==> config.mk <==
export PLATFORM = sky130hd
export DESIGN_NAME = runway_sequencer
export DESIGN_NICKNAME = d
export VERILOG_FILES = /design/src/rtl/runway_sequencer.sv
export SDC_FILE = /design/constraint.sdc
export NUM_CORES = 1
export LEC_CHECK = 0
export BUFFER_PORTS_ARGS = -buffer_cell sky130_fd_sc_hd__buf_2
export CORE_UTILIZATION = 49
export DETAILED_ROUTE_END_ITERATION = 8
export PLACE_DENSITY = 0.81
export RECOVER_POWER = 50
export SKIP_CTS_REPAIR_TIMING = 1
export SLEW_MARGIN = 0
export SYNTH_ARGS = -nofsm -noshare
export SYNTH_HDL_FRONTEND = slang
export SYNTH_SLANG_ARGS = --single-unit
==> constraint.sdc <==
create_clock -name clk -period 2.4 [get_ports clk]
set_clock_uncertainty 0.2 [all_clocks]
set_input_delay 0.72 -clock clk [delete_from_list [all_inputs] [get_ports clk]]
set_output_delay 0.72 -clock clk [all_outputs]
set_load 0.05 [all_outputs]
==> src/rtl/runway_sequencer.sv <==
// runway_sequencer
//   Sequences the runway-lights pattern engine. A prescaler turns clk into a
//   one-cycle step strobe (no divided clocks), the raw switch request is
//   synchronised, and mode changes are held pending until a pattern cycle
//   completes so the lights never jump mid-pattern.
//
//   Optional feature macro: RUNWAY_FREEZE_EN (adds the freeze input; while
//   freeze=1 the prescaler, step and phase pause, request tracking continues).
//
// Ports
//   clk      in   1  system clock
//   reset    in   1  synchronous, active-high reset
//   w        in   2  raw request: 00 calm, 10 wind-right, 01 wind-left, 11 invalid
//   freeze   in   1  pause stepping (RUNWAY_FREEZE_EN builds only)
//   step     out  1  one-cycle pulse, datapath advances its lights on it
//   mode     out  2  committed pattern mode
//   phase    out  2  step index within the current pattern
//   busy     out  1  a mode change is pending
//   req_err  out  1  synchronised request is the invalid code 11
module runway_sequencer #(
  parameter int TICK_DIV    = 25000000,
  parameter int SYNC_STAGES = 2,
  parameter int MIN_HOLD    = 1
) (
  input  logic       clk,
  input  logic       reset,
  input  logic [1:0] w,
`ifdef RUNWAY_FREEZE_EN
  input  logic       freeze,
`endif
  output logic       step,
  output logic [1:0] mode,
  output logic [1:0] phase,
  output logic       busy,
  output logic       req_err
);

  localparam int CNT_W  = (TICK_DIV > 1) ? $clog2(TICK_DIV) : 1;
  localparam int HOLD_W = $clog2(MIN_HOLD + 1);
  localparam logic [CNT_W-1:0]  CNT_LAST = CNT_W'(TICK_DIV - 1);
  localparam logic [HOLD_W-1:0] HOLD_MAX = HOLD_W'(MIN_HOLD);

  typedef enum logic {RUN = 1'b0, PEND = 1'b1} state_t;

  state_t            state;
  logic [1:0]        sync_q [SYNC_STAGES];
  logic [1:0]        req;
  logic [1:0]        pending;
  logic [CNT_W-1:0]  cnt;
  logic [HOLD_W-1:0] hold_cnt;
  logic              run_en;
  logic              tick;
  logic [1:0]        phase_last;
  logic              boundary;
  logic              req_valid;
  logic              hold_ok;

`ifdef RUNWAY_FREEZE_EN
  assign run_en = !freeze;
`else
  assign run_en = 1'b1;
`endif

  // Stage: request synchroniser
  always_ff @(posedge clk) begin
    if (reset) begin
      for (int i = 0; i < SYNC_STAGES; i++) sync_q[i] <= 2'b00;
    end else begin
      sync_q[0] <= w;
      for (int i = 1; i < SYNC_STAGES; i++) sync_q[i] <= sync_q[i-1];
    end
  end

  assign req       = sync_q[SYNC_STAGES-1];
  assign req_valid = (req != 2'b11);

  // Stage: prescaler, holds its count while frozen
  always_ff @(posedge clk) begin
    if (reset) begin
      cnt <= '0;
    end else if (run_en) begin
      cnt <= (cnt == CNT_LAST) ? '0 : cnt + CNT_W'(1);
    end
  end

  assign tick       = run_en && (cnt == CNT_LAST);
  assign phase_last = (mode == 2'b00) ? 2'd1 : 2'd2;
  assign boundary   = tick && (phase == phase_last);
  // This boundary itself counts toward the hold requirement.
  assign hold_ok    = (32'(hold_cnt) + 32'd1) >= 32'(MIN_HOLD);

  // Stage: sequencer FSM with registered outputs
  always_ff @(posedge clk) begin
    if (reset) begin
      state    <= RUN;
      step     <= 1'b0;
      mode     <= 2'b00;
      phase    <= 2'd0;
      busy     <= 1'b0;
      req_err  <= 1'b0;
      pending  <= 2'b00;
      hold_cnt <= '0;
    end else begin
      step    <= tick;
      req_err <= !req_valid;
      if (tick) phase <= (phase == phase_last) ? 2'd0 : phase + 2'd1;
      if (boundary && hold_cnt != HOLD_MAX) hold_cnt <= hold_cnt + HOLD_W'(1);

      case (state)
        RUN: begin
          if (req_valid && req != mode) begin
            state   <= PEND;
            pending <= req;
            busy    <= 1'b1;
          end
        end
        PEND: begin
          // A commit uses the pending value registered before this edge,
          // even if the request moves in the same cycle.
          if (boundary && hold_ok) begin
            mode     <= pending;
            phase    <= 2'd0;
            hold_cnt <= '0;
            busy     <= 1'b0;
            state    <= RUN;
          end else if (req_valid && req == mode) begin
            busy  <= 1'b0;
            state <= RUN;
          end else if (req_valid && req != pending) begin
            pending <= req;
          end
        end
        default: state <= RUN;
      endcase
    end
  end

endmodule

==> flow_summary.ini <==
[pwr]
powerDensity_mw_per_mm2 = 607.4
p_clk_share_pct = 39.0
ir_worst_vdd_uv = 305.7
p_switching_mw = 0.2472
swShare_pct = 21.11
p_int_mw = 0.9239
pwr-share-comb_pct = 4.0
seq_power_share_pct = 56.9
leakagePower_nw = 0.7514
total_power_mw = 1.171

[synthesis]
syn_nets = 188
syn_area_mm2 = 0.001699
syn_inst = 183
synth.area.top_cells = dfxtp_1, xor2_1, nor2_1
yosysTopAreaCellShare_pct = 45.95
syn_avg_cell_area_um2 = 9.285
synth_cell_type_count = 38
ys_seq_elements = 39
ys_seq_area_share_pct = 45.95
yosysWarnings = 0
yosys.area.top_type = dfxtp_1

[die]
die_h_um = 60.89
num_rows = 21
initial_core_util_pct = 50.92
io_pins = 11
die-area_mm2 = 0.003707
die_w_um = 60.89
core_area_mm2 = 0.003337

[worst_setup_path]
crit_path_end_kind = register
cp_cell_sequence = or4_1, or4_4, nor3_4, or2_1, buf_12, nor2_1
crit_family = simple AND/OR/NAND/NOR gates
crit_fanout = 25
crit_arrival_ns = 2.35
r2r_slack_ns = 0.1
max_stage_delay_ns = 0.58
path_class = register to register
r2r-end = cnt[8]$_SDFF_PP0_
worstSetupStartpointType = register
critPathSlowestCell = or4_4
cp_data_required_time_ns = 2.44
cp.depth = 6
r2r-start = cnt[17]$_SDFF_PP0_
crit_buf_inv = 1
reg2reg_depth = 6

[cells_and_area]
seqCellArea_um2 = 780.7
fin_nets = 211
final_common_cell = dfxtp_1
final_cell_mix = dfxtp_1, nor2_1, xor2_1
instances_no_fill = 253
multiInputGateArea_um2 = 854.6
fillCellCount = 314
antenna_cells = 0
drive_gt1_share_pct = 13.04
fin_area_mm2 = 0.001928
area_growth_pct = 13.48

[sta]
finalMaxSlewViolations = 0
setup_tns_ns = 0
min_period_over_period_pct = 96.03
setup_viol = 0
fin_crit_ns = 2.305
tightest_slew_ns = 0.6061
fmax_ghz = 0.4339
whs_ns = 0.2455
max_slew_margin_pct = 59.77
hold_violations = 0
rsz0062_at_grt = false

[global_routing]
top_usage_layer = met2
grt_overflow = 0
antenna_found_initial = 0
grt_use_met1_pct = 22.60
grt_pass1_vias = 1192
grt_pass1_wl_mm = 4.933
use_met3_pct = 6.397
grt_use_total_pct = 18.13
gr-usage-met2_pct = 30.30
grt_max_degree = 26

[clocking]
cts_tree = yes
root_buffer = clkbuf_4
clock_latency_ns = 0.34
cts_buffers = 5
clk_pin_slew_worst_paths_ns = 0.11
cts_sinks = 39
cts_max_level = 2
clock_path_buffers = 2

[hold_path]
whs_path_depth = 1
hold_path_end = sync_q[0][3]$_SDFF_PP0_
hp-start = sync_q[0][1]$_SDFF_PP0_
min_path_type = register to register

[placed_design]
dp_cells = 245
placed_area_mm2 = 0.001849
dpl.hpwl_mm = 2.129
gp_congestion = 0.7855
place.port_buffers = 10

[route]
num_vias = 1322
firstDrtPassIters = 4
drc_errors = 0
ant_nets = 0
vias_per_cell = 5.225
drtIter0Drc = 72
totalWireLength_mm = 3.004
post_drt_wl_per_cell_um = 11.87

[outcome]
outcome = finished, final reports clean

[job]
max_cap_viol_count = 0
==> cell families after synthesis <==
logic type / share of synthesized area [%]
simple gates: 27.76
flops: 45.95
xor+xnor: 11.86
compound gates: 6.996
buf+inv: 3.755
mux: 2.946
fa+ha+maj: 0.7363
==> synthesized netlist by cell type <==
cell and count:
a21o_1 2, a21oi_1 5, a221oi_1 1, a31o_2 1, a32o_1 1, and2_1 1, and3_1 5, buf_6 1
buf_8 2, clkbuf_1 1, dfxtp_1 39, ha_1 1, inv_1 5, mux2i_1 5, nand2_1 5, nand2b_1 7
nand3_1 12, nand3b_1 2, nand4_1 7, nand4b_1 1, nor2_1 30, nor2b_1 7, nor3_1 1, nor3_4 1
nor4_1 2, o21ai_0 4, o22ai_1 1, o311ai_0 1, o31ai_1 1, o41ai_1 1, or2_1 1, or2_2 2
or3_1 1, or4_1 1, or4_4 1, or4b_1 1, xnor2_1 6, xor2_1 17
==> metrics by stage <==
| step | worst slack, ns | util (%) |
|---|---|---|
| 2_1_floorplan | 0.01604 | - |
| 3_5_place_dp | 0.04654 | 55.42 |
| 4_1_cts | 0.03417 | 58.01 |
| 3_3_place_gp | 0.08255 | 55.42 |
| 5_1_grt | 0.004253 | 57.78 |
| 6_report | 0.09536 | 57.78 |
==> worst reg2reg max path: cells and delay by family, from the launching register on <==
kind | cells | cell delay, ns
simple gates | 5 | 1.51
buf+inv | 1 | 0.17
flops | 1 | 0.33
==> sequential cells by signal (all words and copies together), names as in the netlist <==
signal,flops
state,1
cnt,25
phase,2
req_err,1
busy,1
mode,2
step,1
sync_q,4
pending,2
==> metal layers <==
metal	wire (um)	vias to the layer above	part of all wire (%)
met3	88	4	2.9
met1	1488	622	50
li1	-	679	-
met5	0	-	0
met4	31	0	1.0
met2	1396	17	46
==> power groups by stage <==
stage                     clock, mW  combinational, mW  sequential, mW
after global routing          0.502             0.0518           0.669
after CTS                     0.470             0.0484           0.667
after floorplan                   0             0.0364           0.684
final                         0.457             0.0472           0.667
after global placement            0             0.0472           0.681
after detailed placement          0             0.0483           0.681
==> layout make-up <==
class                   instances  share of cell area [%]
multi-input cells             135                   44.32
flip-flops and latches         39                   40.49
repair buffers                 20                   6.749
well taps                      46                   2.985
clock buffers                   6                   2.661
clock inverters                 2                   1.817
inverters                       5                  0.9734
==> worst max path at each step <==
stage	from	slack, ns	to
after floorplan	cnt[17]$_SDFF_PP0_	0.02	cnt[16]$_SDFF_PP0_
after global placement	cnt[17]$_SDFF_PP0_	0.08	cnt[4]$_SDFF_PP0_
after detailed placement	cnt[17]$_SDFF_PP0_	0.05	cnt[10]$_SDFF_PP0_
after CTS	cnt[17]$_SDFF_PP0_	0.03	cnt[16]$_SDFF_PP0_
after global routing	cnt[17]$_SDFF_PP0_	0.004	cnt[15]$_SDFF_PP0_
final	cnt[17]$_SDFF_PP0_	0.1	cnt[8]$_SDFF_PP0_
Note: power is estimated with default switching activity, not from simulation.
